`config.mk`:
```
export PLATFORM = sky130hd
export DESIGN_NAME = grn_node_lut
export DESIGN_NICKNAME = d
export VERILOG_FILES = /design/src/rtl/grn_pkg.sv /design/src/rtl/grn_lane.sv /design/src/rtl/grn_node_lut.sv
export SDC_FILE = /design/constraint.sdc
export NUM_CORES = 1
export LEC_CHECK = 0
export CAP_MARGIN = 20
export CORE_UTILIZATION = 25
export DETAILED_ROUTE_END_ITERATION = 10
export PLACE_DENSITY = 0.43
export SLEW_MARGIN = 10
export SYNTH_ARGS = -nofsm -noshare
export SYNTH_HDL_FRONTEND = slang
export SYNTH_SLANG_ARGS = --single-unit
```
`constraint.sdc`:
```
create_clock -name clk -period 3.4 [get_ports clk]
set_clock_uncertainty 0.15 [all_clocks]
set_input_delay 0.85 -clock clk [delete_from_list [all_inputs] [get_ports clk]]
set_output_delay 0.85 -clock clk [all_outputs]
set_load 0.01 [all_outputs]
```
`src/rtl/grn_pkg.sv`:
```
// Shared constants and helpers for the GRN node fabric.
package grn_pkg;
  localparam int LUT_K = 4;

  function automatic int lane_lo(input int lane, input int w);
    return lane * w;
  endfunction

  // Increment v, holding at the all-ones value of a w-bit counter.
  function automatic logic [31:0] sat_inc(input logic [31:0] v, input int unsigned w);
    logic [31:0] mx;
    mx = (w >= 32) ? '1 : ((32'd1 << w) - 32'd1);
    return (v >= mx) ? v : v + 32'd1;
  endfunction
endpackage

```
`src/rtl/grn_lane.sv`:
```
// One trajectory of the node: phase divider, state bit, change strobe, toggle counter.
module grn_lane
  import grn_pkg::*;
#(
  parameter int DIV_W = 4,
  parameter int CNT_W = 16
) (
  input  logic             clk,
  input  logic             rst,
  input  logic             reset_nos,
  input  logic             init,
  input  logic             start,
  input  logic [DIV_W-1:0] div,
  input  logic             nxt,
  output logic             s,
  output logic             changed,
  output logic [CNT_W-1:0] tog_cnt
);
  logic [DIV_W-1:0] ph;
  logic [31:0]      cnt_inc;

  assign cnt_inc = sat_inc(32'(tog_cnt), CNT_W);

  always_ff @(posedge clk or negedge rst) begin
    if (!rst) begin
      s       <= 1'b0;
      changed <= 1'b0;
      ph      <= '0;
      tog_cnt <= '0;
    end else if (reset_nos) begin
      s       <= init;
      changed <= 1'b0;
      ph      <= '0;
      tog_cnt <= '0;
    end else if (start) begin
      if (ph == '0) begin
        // div is only sampled here, so mid-count changes wait for the reload
        s       <= nxt;
        changed <= (nxt != s);
        ph      <= div;
        if (nxt != s) tog_cnt <= cnt_inc[CNT_W-1:0];
      end else begin
        changed <= 1'b0;
        ph      <= ph - 1'b1;
      end
    end else begin
      changed <= 1'b0;
    end
  end
endmodule

```
`src/rtl/grn_node_lut.sv`:
```
// Boolean-network node: shared programmable truth table feeding LANES independent lanes.
module grn_node_lut
  import grn_pkg::*;
#(
  parameter int K     = LUT_K,
  parameter int LANES = 2,
  parameter int DIV_W = 4,
  parameter int CNT_W = 16
) (
  input  logic                   clk,
  input  logic                   rst,
  input  logic                   reset_nos,
  input  logic [LANES-1:0]       init_state,
  input  logic [LANES-1:0]       start,
  input  logic [LANES*DIV_W-1:0] div,
  input  logic [LANES*K-1:0]     in_s,
  input  logic                   lut_we,
  input  logic [(1<<K)-1:0]      lut_data,
  output logic [LANES-1:0]       s,
  output logic [LANES-1:0]       changed,
  output logic [LANES*CNT_W-1:0] tog_cnt
);
  logic [(1<<K)-1:0] lut;

  // Lanes read the pre-write table on the same edge as a write.
  always_ff @(posedge clk or negedge rst) begin
    if (!rst)        lut <= '0;
    else if (lut_we) lut <= lut_data;
  end

  for (genvar l = 0; l < LANES; l++) begin : g_lane
    localparam int KLO = lane_lo(l, K);
    localparam int DLO = lane_lo(l, DIV_W);
    localparam int CLO = lane_lo(l, CNT_W);

    logic nxt;
    assign nxt = lut[in_s[KLO +: K]];

    grn_lane #(.DIV_W(DIV_W), .CNT_W(CNT_W)) u_lane (
      .clk      (clk),
      .rst      (rst),
      .reset_nos(reset_nos),
      .init     (init_state[l]),
      .start    (start[l]),
      .div      (div[DLO +: DIV_W]),
      .nxt      (nxt),
      .s        (s[l]),
      .changed  (changed[l]),
      .tog_cnt  (tog_cnt[CLO +: CNT_W])
    );
  end
endmodule
```
# After elaboration in Yosys (flattened, before gate mapping)
# Cells that the tools add are included.
# totals
ram_bits	0
mem_bits_ro	0
n_memories	0
latch_bits	0
word_cells	65
register_bits	60
out_inout_bits	36
# classes
multipliers	0
eq_ne	4
n_bitwise	0
n_shift	0
addsub	4
magnitude_cmp	4
mux	32
div_mod_pow	0
n_reduce_logical	12
# op_table
operator	count
16-bit 2-to-1 mux	10
16-bit by 1-bit adder with 16-bit output (second input constant)	2
16-bit greater-or-equal comparator (second input constant)	2
4-bit 2-to-1 mux	6
1-bit 2-to-1 mux	14
2-bit nonzero test	6
4-bit by 5-bit < comparator with 1-bit output (second input constant)	2
1-bit binary-select mux with 4-bit select	2
4-bit zero test	2
4-bit AND reduction	2
4-bit by 1-bit subtractor with 4-bit output (second input constant)	2
2-bit != test (second input constant)	2
2-bit AND reduction	2
1-bit != test	2

# Longest topological paths before layout
# Gate-level depths: netlist of run 1.
# depth
word_depth	7
depth_mapped	8

# Hierarchy
# Synthesis of run 1 repeated with hierarchy kept, for this count alone.
# hier_totals
cells_unflattened	326
hier_area_um2	3460.8
# by_module_without_submodules
mod	instances	area_each_um2	cells_per_inst
grn_lane	2	1300.0	139
grn_node_lut	1	860.8	48

# Least setup slack after synthesis of run 1
# OpenSTA, ideal clock, no wires.
# synth_path
path_kind	input -> register
start	in in_s[4]
end	reg g_lane[1].u_lane.tog_cnt[8]
t_arrival_ns	2.897
stages	6
path_slack_ns	0.276
n_path_buf	0
t_required_ns	3.173
path_cell_list	mux4_1 mux4_2 xnor2_2 or3_4 or3_1 a21oi_1
# synth_via
elab_chain_len	5
# synth_lines
item	line	text
from (decl)	grn_node_lut.sv:16	input logic [LANES*K-1:0] in_s,
1-bit binary-select mux with 4-bit select	grn_node_lut.sv:37	assign nxt = lut[in_s[KLO +: K]];
1-bit 2-to-1 mux (not written as such)	grn_node_lut.sv:37	
1-bit != test	grn_lane.sv:41	if (nxt != s) tog_cnt <= cnt_inc[CNT_W-1:0];
2-bit nonzero test (no source line)	--	
4-bit AND reduction (no source line)	--	
to (signal assigned)	grn_lane.sv:41	
to (decl)	grn_lane.sv:17	output logic [CNT_W-1:0] tog_cnt
# No other way between the ends. The select of a mux whose other input is x is not followed.
# A chain may end at the register's enable or synchronous reset.

# Worst setup path in the final report of run 1
# layout_path
start	in in_s[0]
end	reg g_lane[0].u_lane.tog_cnt[6]
# layout_via
elab_chain_len	5
# layout_lines
item	line
1-bit binary-select mux with 4-bit select	grn_node_lut.sv:37
1-bit 2-to-1 mux (not written as such)	grn_node_lut.sv:37
1-bit != test	grn_lane.sv:41
2-bit nonzero test (no source line)	--
4-bit AND reduction (no source line)	--
to (signal assigned)	grn_lane.sv:41
to (decl)	grn_lane.sv:17
# No other way between the ends. The select of a mux whose other input is x is not followed.

==> qor.txt, run 1 <==
Critical Path RT = 3.47 ns
Seq cells post-synth = 60
first-pass GRT wire length = 15.09 mm
worst-case clock buffer depth = 2
logic gate share of total power = 0.184
max-cap viol count = 0
period utilization = 0.9323
Pre-Repair DR Iteration Count = 4
FILL cells = 1418
Post-Layout Inst Area = 4990 µm²
top-count cell post-synth = dfrtp_1
slowest CP cell = mux4_2
Hold Crit Class = reg2reg
clock power share = 0.453
Nets = 490
Synth area leaders = dfrtp_1, mux2_2, nor2_1, xnor2_1, mux4_1
# rows = 43
share of synthesized registers carrying an async set or reset = 1.000
R2R setup slack = 0.69 ns
Die X = 122.1 µm
max incr delay on CP = 0.55 ns
Syn-to-layout area delta = 38.28%
Routed Wire Length = 9.236 mm
Hold Fails Final Rpt = 0
hold slack = 0.3486 ns
CTS root buf = clkbuf_16
RSZ-0062 raised after global routing = no
Data arrival, critical path = 3.24 ns
top_reg_cell synth = dfrtp_1
CTS tree = yes
H-tree Lvls = 3
Synth area leader = dfrtp_1
syn nets = 396
Reg power frac = 0.363
core area = 13990 µm²
share of layout cells above drive strength 1 = 0.1782
sequential share of the synthesized area = 0.4161
Diodes inserted = 0
Post-DP HPWL = 6.751 mm
DRC = 0
via/cell ratio = 4.755
VDD IR max = 177.0 µV
largest net degree at the start of global routing = 45
CTS clock-pin slew for the worst setup and hold paths = 0.05 ns
worst-path cell chain = clkdlybuf4s50_1, buf_12, mux4_2, a22o_2, nor3_4, nor4_1, mux2_1
Buf/Inv on CP = 2
Pint = 1.620 mW
crit path time final = 3.170 ns
die height = 122.1 µm
Mapped Cells = 350
Initial Utilization = 0.2580
crit end category = flop
IO Port Bufs = 75
vias in the first global route = 2954
Critical Path Source Type = input pin
relative slew slack = 0.4712
GRT Util Overall = 0.1325
RePlAce Congestion = 0.7977
Hold Buf Count CTS = 0
Net Sw Frac = 0.2610
Clock Latency Late Sink = 0.34 ns
P per Cell Area = 439.2 nW/µm²
Synth top area share = 0.4161
total CTS buffers = 9
average cell area after synthesis = 10.31 µm²
top cells by count, synth = dfrtp_1, nor2_1, mux2_2
Final setup viols = 0
drt wl/cell = 14.68 µm
Unique masters post-synth = 57
Die Area = 14920 µm²
DRT antenna net count = 0
Ports = 76
Placed Area = 4672 µm²
Lkg Pwr = 2.013 nW
GRT Residual Overflow = 0
DR vias = 2991
Slew Limit Fails = 0
Starting DRT DRC Count = 179
Slew @ Worst Pin = 0.7932 ns
status = completed
post-synthesis cell area = 3608 µm²
Largest delay share family, worst path = multiplexers
number of synthesized flops with an enable pin = 0
Yosys Warn Count = 0
fmax = 315.5 MHz
NetSw = 0.5719 mW
critical path type = in2reg
clk sinks = 60
critical-path maximum fanout = 9
initial antenna violation count = 0
[state kept, by name, indices dropped and copies added (netlist names)]
signal	flops
g_lane.u_lane.tog_cnt	32
lut	16
g_lane.u_lane.ph	8
g_lane.u_lane.changed	2
g_lane.u_lane.s	2
[layout make-up]
cell class / instances / area (µm²) / area share
inverter: 13 / 48.80 / 0.009779
clock buffer: 12 / 246.5 / 0.04940
multi-input combinational: 261 / 1951 / 0.3909
timing repair buffer: 99 / 944.7 / 0.1893
sequential: 60 / 1501 / 0.3009
clock inverter: 4 / 72.57 / 0.01454
tap: 180 / 225.2 / 0.04514
[what timing repair did]
item	in CTS	in global routing
endpoints found under the setup margin	4	0
resized for setup	1	0
buffers inserted	0	0
[stage by stage]
| stage | util | std cells | power, mW | setup slack [ns] | TNS (ns) |
|---|---|---|---|---|---|
| 2_1_floorplan | - | 350 | 1.043 | 0.2760 | 0 |
| 3_3_place_gp | 0.3340 | 613 | 1.211 | -0.3421 | -4.913 |
| 3_5_place_dp | 0.3340 | 613 | 1.216 | -0.4069 | -5.809 |
| 4_1_cts | 0.3567 | 629 | 2.223 | 0.2224 | 0 |
| 5_1_grt | 0.3567 | 629 | 2.297 | 0.1142 | 0 |
| 6_report | 0.3567 | 629 | 2.191 | 0.2301 | 0 |
[power groups by stage]
| stage | Clock, mW | Combinational [mW] | Sequential [mW] |
|---|---|---|---|
| floorplan | 0 | 0.247 | 0.796 |
| global placement | 0 | 0.402 | 0.808 |
| detailed placement | 0 | 0.408 | 0.808 |
| CTS | 1.02 | 0.410 | 0.796 |
| global route | 1.05 | 0.447 | 0.802 |
| finish | 0.992 | 0.403 | 0.796 |
[placed cells by master (no fill, tap or decap), drive strengths merged, types with 7 or more instances in the layout]
| master | n |
|---|---|
| mux4 | 7 |
| buf | 26 |
| nor3 | 15 |
| clkdlybuf4s50 | 72 |
| nor2b | 11 |
| clkbuf | 12 |
| o21ai | 8 |
| a21oi | 18 |
| inv | 13 |
| mux2 | 29 |
| nor4 | 13 |
| nor2 | 38 |
| nand2 | 21 |
| nand3 | 13 |
| xnor2 | 14 |
| dfrtp | 60 |
| mux2i | 8 |
[layer usage]
| layer | GRT usage | up-vias | wire length [µm] |
|---|---|---|---|
| met3 | 0.02949 | 11 | 407 |
| li1 | - | 1483 | - |
| met5 | 0 | - | 0 |
| met1 | 0.1763 | 1437 | 4492 |
| met4 | 0.06631 | 0 | 185 |
| met2 | 0.2013 | 60 | 4151 |
[worst paths after layout]
kind | from | to | depth (start not counted)
setup / recovery | in_s[0] | g_lane[0].u_lane.tog_cnt[6]$_DFFE_PN0P_ | 7
hold / removal | g_lane[1].u_lane.ph[3]$_DFFE_PN0N_ | g_lane[1].u_lane.ph[3]$_DFFE_PN0N_ | 1
setup reg to reg | g_lane[0].u_lane.ph[0]$_DFFE_PN0N_ | g_lane[0].u_lane.tog_cnt[15]$_DFFE_PN0P_ | 8
hold reg to reg | g_lane[1].u_lane.ph[3]$_DFFE_PN0N_ | g_lane[1].u_lane.ph[3]$_DFFE_PN0N_ | 1
max in group asynchronous | rst | g_lane[1].u_lane.ph[3]$_DFFE_PN0N_ | 2
min in group asynchronous | rst | g_lane[0].u_lane.tog_cnt[15]$_DFFE_PN0P_ | 1
[cell families (layout without fill, tap and decap cells)]
kind of cell / Yosys count / count (layout) / share of synthesized area
AND/OR/NAND/NOR: 141 / 141 / 0.2080
flip-flops: 60 / 60 / 0.4161
AO/OA/AOI/OAI: 56 / 56 / 0.1151
multiplexers: 44 / 44 / 0.1605
buffers and inverters: 29 / 128 / 0.04335
XOR/XNOR: 14 / 14 / 0.03606
adder cells (fa/ha/maj): 6 / 6 / 0.02080
No activity file was read; power rests on OpenSTA's default activity.
==> run 2: changes to the inputs <==
==> constraint.sdc (replaced) <==
create_clock -name clk -period 2.98 [get_ports clk]
set_clock_uncertainty 0.15 [all_clocks]
set_input_delay 0.745 -clock clk [delete_from_list [all_inputs] [get_ports clk]]
set_output_delay 0.745 -clock clk [all_outputs]
set_load 0.01 [all_outputs]
==> run 2 against run 1 <==
Net effect:
- non-clock buffer count rose by 12
- worst setup slack lost 0.16 ns
- register-to-register slack lost 0.42 ns
- die area unchanged
- first-iteration DRC count decreased by 11%
- final area increased by 2.8%
- worst hold slack got worse by 0.12 ns
- combinational power up 26%
- via count increased by 0.40%
==> qor.txt, run 2 (synthesized netlist as in run 1, its figures left out) <==
DR vias = 3003 (+0.40%)
critical path type = in2reg
DRC = 0 (unchanged)
period utilization = 0.9758
Critical Path Source Type = input pin
Placed Area = 4731 µm² (+1.3%)
Worst R2R End = g_lane[1].u_lane.tog_cnt[8]$_DFFE_PN0P_
Data arrival, critical path = 3.02 ns (-0.22 ns)
max incr delay on CP = 0.58 ns (+0.03 ns)
GRT Util Overall = 0.1325 (about the same)
die height = 122.1 µm (unchanged)
largest net degree at the start of global routing = 35 (-22%)
IO Port Bufs = 75 (unchanged)
Power Total = 2.410 mW (+10%)
CTS clock-pin slew for the worst setup and hold paths = 0.05 ns (about the same)
crit path time final = 2.908 ns
worst-case clock buffer depth = 2 (unchanged)
initial antenna violation count = 0 (unchanged)
Hold Buf Count CTS = 0 (unchanged)
clock power share = 0.411 (-0.042)
Top Registers = g_lane.u_lane.tog_cnt (32), lut (16), g_lane.u_lane.ph (8)
crit end category = flop
Diodes inserted = 0 (unchanged)
drt wl/cell = 14.58 µm (-0.72%)
via/cell ratio = 4.685 (-1.5%)
DRT antenna net count = 0 (unchanged)
fmax = 343.9 MHz
most common cell after layout, fill and taps aside = clkdlybuf4s50_1
max FFs per register = 32 (unchanged)
Final setup viols = 0 (unchanged)
commonest non-fill, non-tap cells in the layout = clkdlybuf4s50_1, dfrtp_1, nor2_1
critical-path maximum fanout = 4 (-5)
Post-DP HPWL = 6.961 mm (+3.1%)
Hold Crit Class = in2async
Critical Path RT = 3.09 ns (-0.38 ns)
Reg-to-Reg Start = lut[15]$_DFFE_PN0P_
H-tree Lvls = 3 (unchanged)
clk sinks = 60 (unchanged)
NetSw = 0.6563 mW (+15%)
CTS root buf = clkbuf_16
status = completed
Starting DRT DRC Count = 159 (-11%)
CTS tree = yes
Final Util = 0.3667 (+0.01002)
Initial Utilization = 0.2580 (unchanged)
vias in the first global route = 2940 (-0.47%)
Reg2Reg Depth = 6 (-2)
worst-path cell chain = clkbuf_4, mux4_2, mux4_2, xnor2_4, or3_4, or3_1, a21oi_1
# rows = 43 (unchanged)
FILL cells = 1428 (+0.71%)
max-cap viol count = 0 (unchanged)
Net Sw Frac = 0.2724 (+0.01141)
RSZ-0062 raised after global routing = no
Worst path most repeated cell = mux4_2
Reg power frac = 0.379 (+0.016)
GRT Residual Overflow = 0 (unchanged)
Pre-Repair DR Iteration Count = 6 (+2)
hold slack = 0.2247 ns (-0.1240 ns)
logic gate share of total power = 0.210 (+0.026)
Nets = 502 (+2.4%)
Lkg Pwr = 2.069 nW (+2.8%)
share of layout cells above drive strength 1 = 0.2364 (+0.05827)
Clock Latency Late Sink = 0.33 ns (about the same)
Ports = 76 (unchanged)
total CTS buffers = 9 (unchanged)
core area = 13990 µm² (unchanged)
Post-Layout Inst Area = 5130 µm² (+2.8%)
VDD IR max = 303.6 µV (+72%)
Die Area = 14920 µm² (unchanged)
first-pass GRT wire length = 15.08 mm (about the same)
R2R setup slack = 0.27 ns (-0.42 ns)
Routed Wire Length = 9.344 mm (+1.2%)
Slew Limit Fails = 0 (unchanged)
relative slew slack = 0.5839 (+0.1127)
Die X = 122.1 µm (unchanged)
Slew @ Worst Pin = 0.6241 ns (-0.1690 ns)
RePlAce Congestion = 0.7476 (-6.3%)
Syn-to-layout area delta = 42.16%
Pint = 1.753 mW (+8.3%)
largest register by flop count = g_lane.u_lane.tog_cnt
setup TNS = 0 ns (unchanged)
P per Cell Area = 469.7 nW/µm² (+7.0%)
slowest CP cell = mux4_2
Hold Fails Final Rpt = 0 (unchanged)
[run 2: cell count changes in the layout (fill, tap and decap cells not counted), moves of 3 or more]
cell	change
buf_4	+12
mux4_1	-4
mux4_2	+4
clkdlybuf4s50_1	-3
[run 2: power groups by stage]
stage / Sequential [mW] / Combinational [mW] / Clock [mW]
floorplan: 0.910 / 0.289 / 0
global placement: 0.925 / 0.473 / 0
detailed placement: 0.925 / 0.479 / 0
CTS: 0.912 / 0.481 / 1.02
global route: 0.920 / 0.555 / 1.07
finish: 0.913 / 0.506 / 0.990
[run 2: worst max-delay path by stage]
stage	startpoint	cells past startpoint	endpoint	slack, ns
final	in_s[4]	7	g_lane[1].u_lane.tog_cnt[8]$_DFFE_PN0P_	0.07
after global routing	in_s[4]	7	g_lane[1].u_lane.tog_cnt[8]$_DFFE_PN0P_	0.002
after CTS	in_s[0]	7	g_lane[0].u_lane.tog_cnt[2]$_DFFE_PN0P_	-0.002
after detailed placement	in_s[4]	7	g_lane[1].u_lane.tog_cnt[8]$_DFFE_PN0P_	-0.78
after global placement	in_s[4]	7	g_lane[1].u_lane.tog_cnt[8]$_DFFE_PN0P_	-0.70
after floorplan	in_s[4]	6	g_lane[1].u_lane.tog_cnt[8]$_DFFE_PN0P_	-0.01
[run 2: per-stage QoR]
stage / setup WS, ns / cells
2_1_floorplan: -0.01352 / 350
3_3_place_gp: -0.7049 / 623
3_5_place_dp: -0.7830 / 623
4_1_cts: -0.002287 / 639
5_1_grt: 0.002384 / 641
6_report: 0.07200 / 641
[run 2: final cells by class]
type / instances / area [µm²] / share of cell area
multi-input combinational: 261 / 2034 / 0.3966
sequential: 60 / 1501 / 0.2927
timing repair buffer: 111 / 1037 / 0.2022
clock buffer: 15 / 277.8 / 0.05415
tap: 180 / 225.2 / 0.04390
inverter: 13 / 48.80 / 0.009512
clock inverter: 1 / 5.005 / 0.0009756
[run 2: layer usage]
| layer | global-route usage | up-vias | routed length (µm) |
|---|---|---|---|
| li1 | - | 1495 | - |
| met1 | 0.1782 | 1428 | 4568 |
| met2 | 0.1977 | 67 | 4157 |
| met3 | 0.03792 | 13 | 458 |
| met4 | 0.05488 | 0 | 159 |
| met5 | 0 | - | 0 |
[run 2: timing repair]
action / 4_1_cts / 5_1_grt
setup buffers: 0 / 2
pin swaps: 1 / 4
resized for setup: 7 / 18
endpoints found under the setup margin: 23 / 16
[run 2: worst max-delay path, delay by kind of cell]
kind / cells / cell delay, ns
AOI/OAI and AO/OA: 1 / 0.13
buffers and inverters: 1 / 0.15
muxes: 2 / 1.08
and+or+nand+nor: 2 / 0.73
xor gates and xnor gates: 1 / 0.18
==> run 3: changes to the inputs <==
--- a/config.mk
+++ b/config.mk
@@ -5,6 +5,7 @@
 export SDC_FILE = /design/constraint.sdc
 export NUM_CORES = 1
 export LEC_CHECK = 0
+export ABC_AREA = 1
 export CAP_MARGIN = 20
 export CORE_UTILIZATION = 25
 export DETAILED_ROUTE_END_ITERATION = 10
==> run 3 against run 2 <==
Net effect:
- highest routed layer unchanged
- first-iteration DRC count up 61%
- final area down 1.2%
- critical path type unchanged
- worst setup slack better by 0.52 ns
==> qor.txt, run 3 <==
hold slack = 0.2871 ns (+0.06241 ns)
worst-case clock buffer depth = 2 (unchanged)
period utilization = 0.8002 (-0.1756)
Lkg Pwr = 2.466 nW (+19%)
IO Port Bufs = 75 (unchanged)
Seq cells post-synth = 60 (unchanged)
simple-gate share of the synthesized area = 0.3739 (+0.1659)
Data arrival, critical path = 2.50 ns (-0.52 ns)
Syn-to-layout area delta = 31.27%
commonest non-fill, non-tap cells in the layout = nand2_1, nand3_1, clkdlybuf4s50_1
Nets = 644 (+28%)
Diodes inserted = 0 (unchanged)
top-count cell post-synth = nand2_1
Routed Wire Length = 10.87 mm (+16%)
share of layout cells above drive strength 1 = 0.05970 (-0.1767)
compound-gate portion of the synthesized area = 0.05995 (-0.05517)
Adder-Cell Fraction of Synth Area = 0.01944 (-0.001362)
Final Util = 0.3347 (-0.03207)
vias in the first global route = 3599 (+22%)
RePlAce Congestion = 0.9331 (+25%)
Post-DP HPWL = 7.871 mm (+13%)
# rows = 45 (+4.7%)
CTS clock-pin slew for the worst setup and hold paths = 0.05 ns (about the same)
Top Registers = g_lane.u_lane.tog_cnt (32), lut (16), g_lane.u_lane.ph (8)
sequential share of the synthesized area = 0.3889 (-0.02724)
Critical Path Source Type = input pin
largest net degree at the start of global routing = 66 (+89%)
Initial Utilization = 0.2549 (-0.003025)
Synth top area share = 0.3889 (-0.02724)
Die X = 126.3 µm (+3.4%)
Hold Buf Count CTS = 0 (unchanged)
P per Cell Area = 511.7 nW/µm² (+8.9%)
DR vias = 3748 (+25%)
Worst path most repeated cell = nand2_1
Buf/Inv on CP = 3 (+2)
top cells by count, synth = nand2_1, nand3_1, inv_1
mux contribution to synthesized area = 0 (-0.1605)
Yosys Warn Count = 0 (unchanged)
post-synthesis cell area = 3861 µm² (+7.0%)
CTS tree = yes
non-filler cells, final = 791 (+23%)
Synth area leaders = dfrtp_1, nand2_1, nand3_1, inv_1, nand4_1
critical path type = in2reg
Unique masters post-synth = 32 (-44%)
critical-path maximum fanout = 16 (+12)
fmax = 419.4 MHz (+22%)
top_reg_cell synth = dfrtp_1
largest family of logic cells by synthesized area = simple AND/OR/NAND/NOR gates
crit path time final = 2.385 ns (-0.5234 ns)
total CTS buffers = 9 (unchanged)
CTS root buf = clkbuf_16
Clock Latency Late Sink = 0.33 ns (about the same)
clk sinks = 60 (unchanged)
number of synthesized flops with an enable pin = 0 (unchanged)
max-cap viol count = 0 (unchanged)
RSZ-0062 raised after global routing = no
post-CTS sizing = 0 (-7)
average cell area after synthesis = 7.299 µm² (-29%)
Slew @ Worst Pin = 0.6377 ns (+0.01353 ns)
max FFs per register = 32 (unchanged)
GRT Residual Overflow = 0 (unchanged)
setup TNS = 0 ns (unchanged)
crit end category = flop
Final setup viols = 0 (unchanged)
Synth area leader = dfrtp_1
max incr delay on CP = 0.66 ns (+0.08 ns)
Hold Fails Final Rpt = 0 (unchanged)
FILL cells = 1597 (+12%)
Largest delay share family, worst path = buffers and inverters
Starting DRT DRC Count = 256 (+61%)
first-pass GRT wire length = 17.95 mm (+19%)
Post-CTS Setup Repair Bufs = 0 (unchanged)
most common cell after layout, fill and taps aside = nand2_1
status = completed
via/cell ratio = 4.738 (+1.1%)
drt wl/cell = 13.74 µm (-5.7%)
die height = 126.3 µm (+3.4%)
share of synthesized registers carrying an async set or reset = 1.000 (unchanged)
relative slew slack = 0.5749 (-0.009022)
H-tree Lvls = 3 (unchanged)
Pre-Repair DR Iteration Count = 6 (unchanged)
Hold Crit Class = in2async
Critical Path RT = 3.09 ns (about the same)
core area = 15150 µm² (+8.3%)
VDD IR max = 285.8 µV (-5.9%)
Slew Limit Fails = 0 (unchanged)
slowest CP cell = clkdlybuf4s50_1
GRT Util Overall = 0.1437 (+0.01123)
Mapped Cells = 529 (+51%)
Power Total = 2.594 mW (+7.6%)
syn nets = 575 (+45%)
initial antenna violation count = 0 (unchanged)
DRC = 0 (unchanged)
Placed Instances = 775 (+24%)
largest register by flop count = g_lane.u_lane.tog_cnt
worst-path cell chain = clkdlybuf4s50_1, inv_4, nand2_1, nand3_1, nand3_1, nand3_1, nand2_1, nand2_1, nand2_4, buf_4, nand4_1, nand2_1
Die Area = 15950 µm² (+6.9%)
Ports = 76 (unchanged)
Synth Area in XOR/XNOR = 0.04763 (+0.01157)
DRT antenna net count = 0 (unchanged)
run 3: final timing paths:
| path | start | depth (start not counted) | slack [ns] | end |
|---|---|---|---|---|
| max | in_s[4] | 12 | 0.60 | g_lane[1].u_lane.tog_cnt[6]$_DFFE_PN0P_ |
| min | rst | 1 | 0.29 | g_lane[0].u_lane.tog_cnt[9]$_DFFE_PN0P_ |
| max reg2reg | g_lane[0].u_lane.ph[0]$_DFFE_PN0N_ | 11 | 0.78 | g_lane[0].u_lane.tog_cnt[7]$_DFFE_PN0P_ |
| min reg2reg | lut[5]$_DFFE_PN0P_ | 2 | 0.39 | lut[5]$_DFFE_PN0P_ |
| max in group asynchronous | rst | 2 | 1.76 | g_lane[1].u_lane.ph[1]$_DFFE_PN0N_ |
| min in group clk | lut[5]$_DFFE_PN0P_ | 2 | 0.39 | lut[5]$_DFFE_PN0P_ |
run 3: power by group:
| part | internal (mW) | leakage (nW) | switching [mW] |
|---|---|---|---|
| clock | 0.630 | 0.140 | 0.365 |
| combinational | 0.252 | 1.53 | 0.408 |
| sequential | 0.882 | 0.797 | 0.0566 |
| total | 1.76 | 2.47 | 0.830 |
run 3: cells by family (layout without fill, tap and decap cells):
logic type,count (synthesis),in the layout
AO/OA/AOI/OAI,39,39
XOR/XNOR,21,21
adder cells (fa/ha/maj),6,6
buffers and inverters,98,172
flip-flops,60,60
AND/OR/NAND/NOR,305,305
run 3: per-layer routing:
metal  track usage  wire length, µm
met1        0.1802             5084
met2        0.2369             5059
met3       0.02846              389
met4       0.06804              337
met5             0                0
run 3: stage by stage:
| stage | worst slack [ns] | area (µm²) |
|---|---|---|
| after CTS | 0.5913 | 5069 |
| after global routing | 0.3879 | 5069 |
| after detailed placement | 0.2596 | 4786 |
| after floorplan | 0.9429 | 3861 |
| final | 0.5954 | 5069 |
| after global placement | 0.2938 | 4786 |
run 3: layout make-up:
| cell class | count | area [µm²] | area share |
|---|---|---|---|
| multi-input cells | 371 | 1934 | 0.3816 |
| flip-flops and latches | 60 | 1501 | 0.2962 |
| repair buffers | 81 | 828.3 | 0.1634 |
| inverters | 75 | 286.5 | 0.05653 |
| clock buffers | 15 | 277.8 | 0.05480 |
| well taps | 188 | 235.2 | 0.04641 |
| clock inverters | 1 | 5.005 | 0.0009874 |
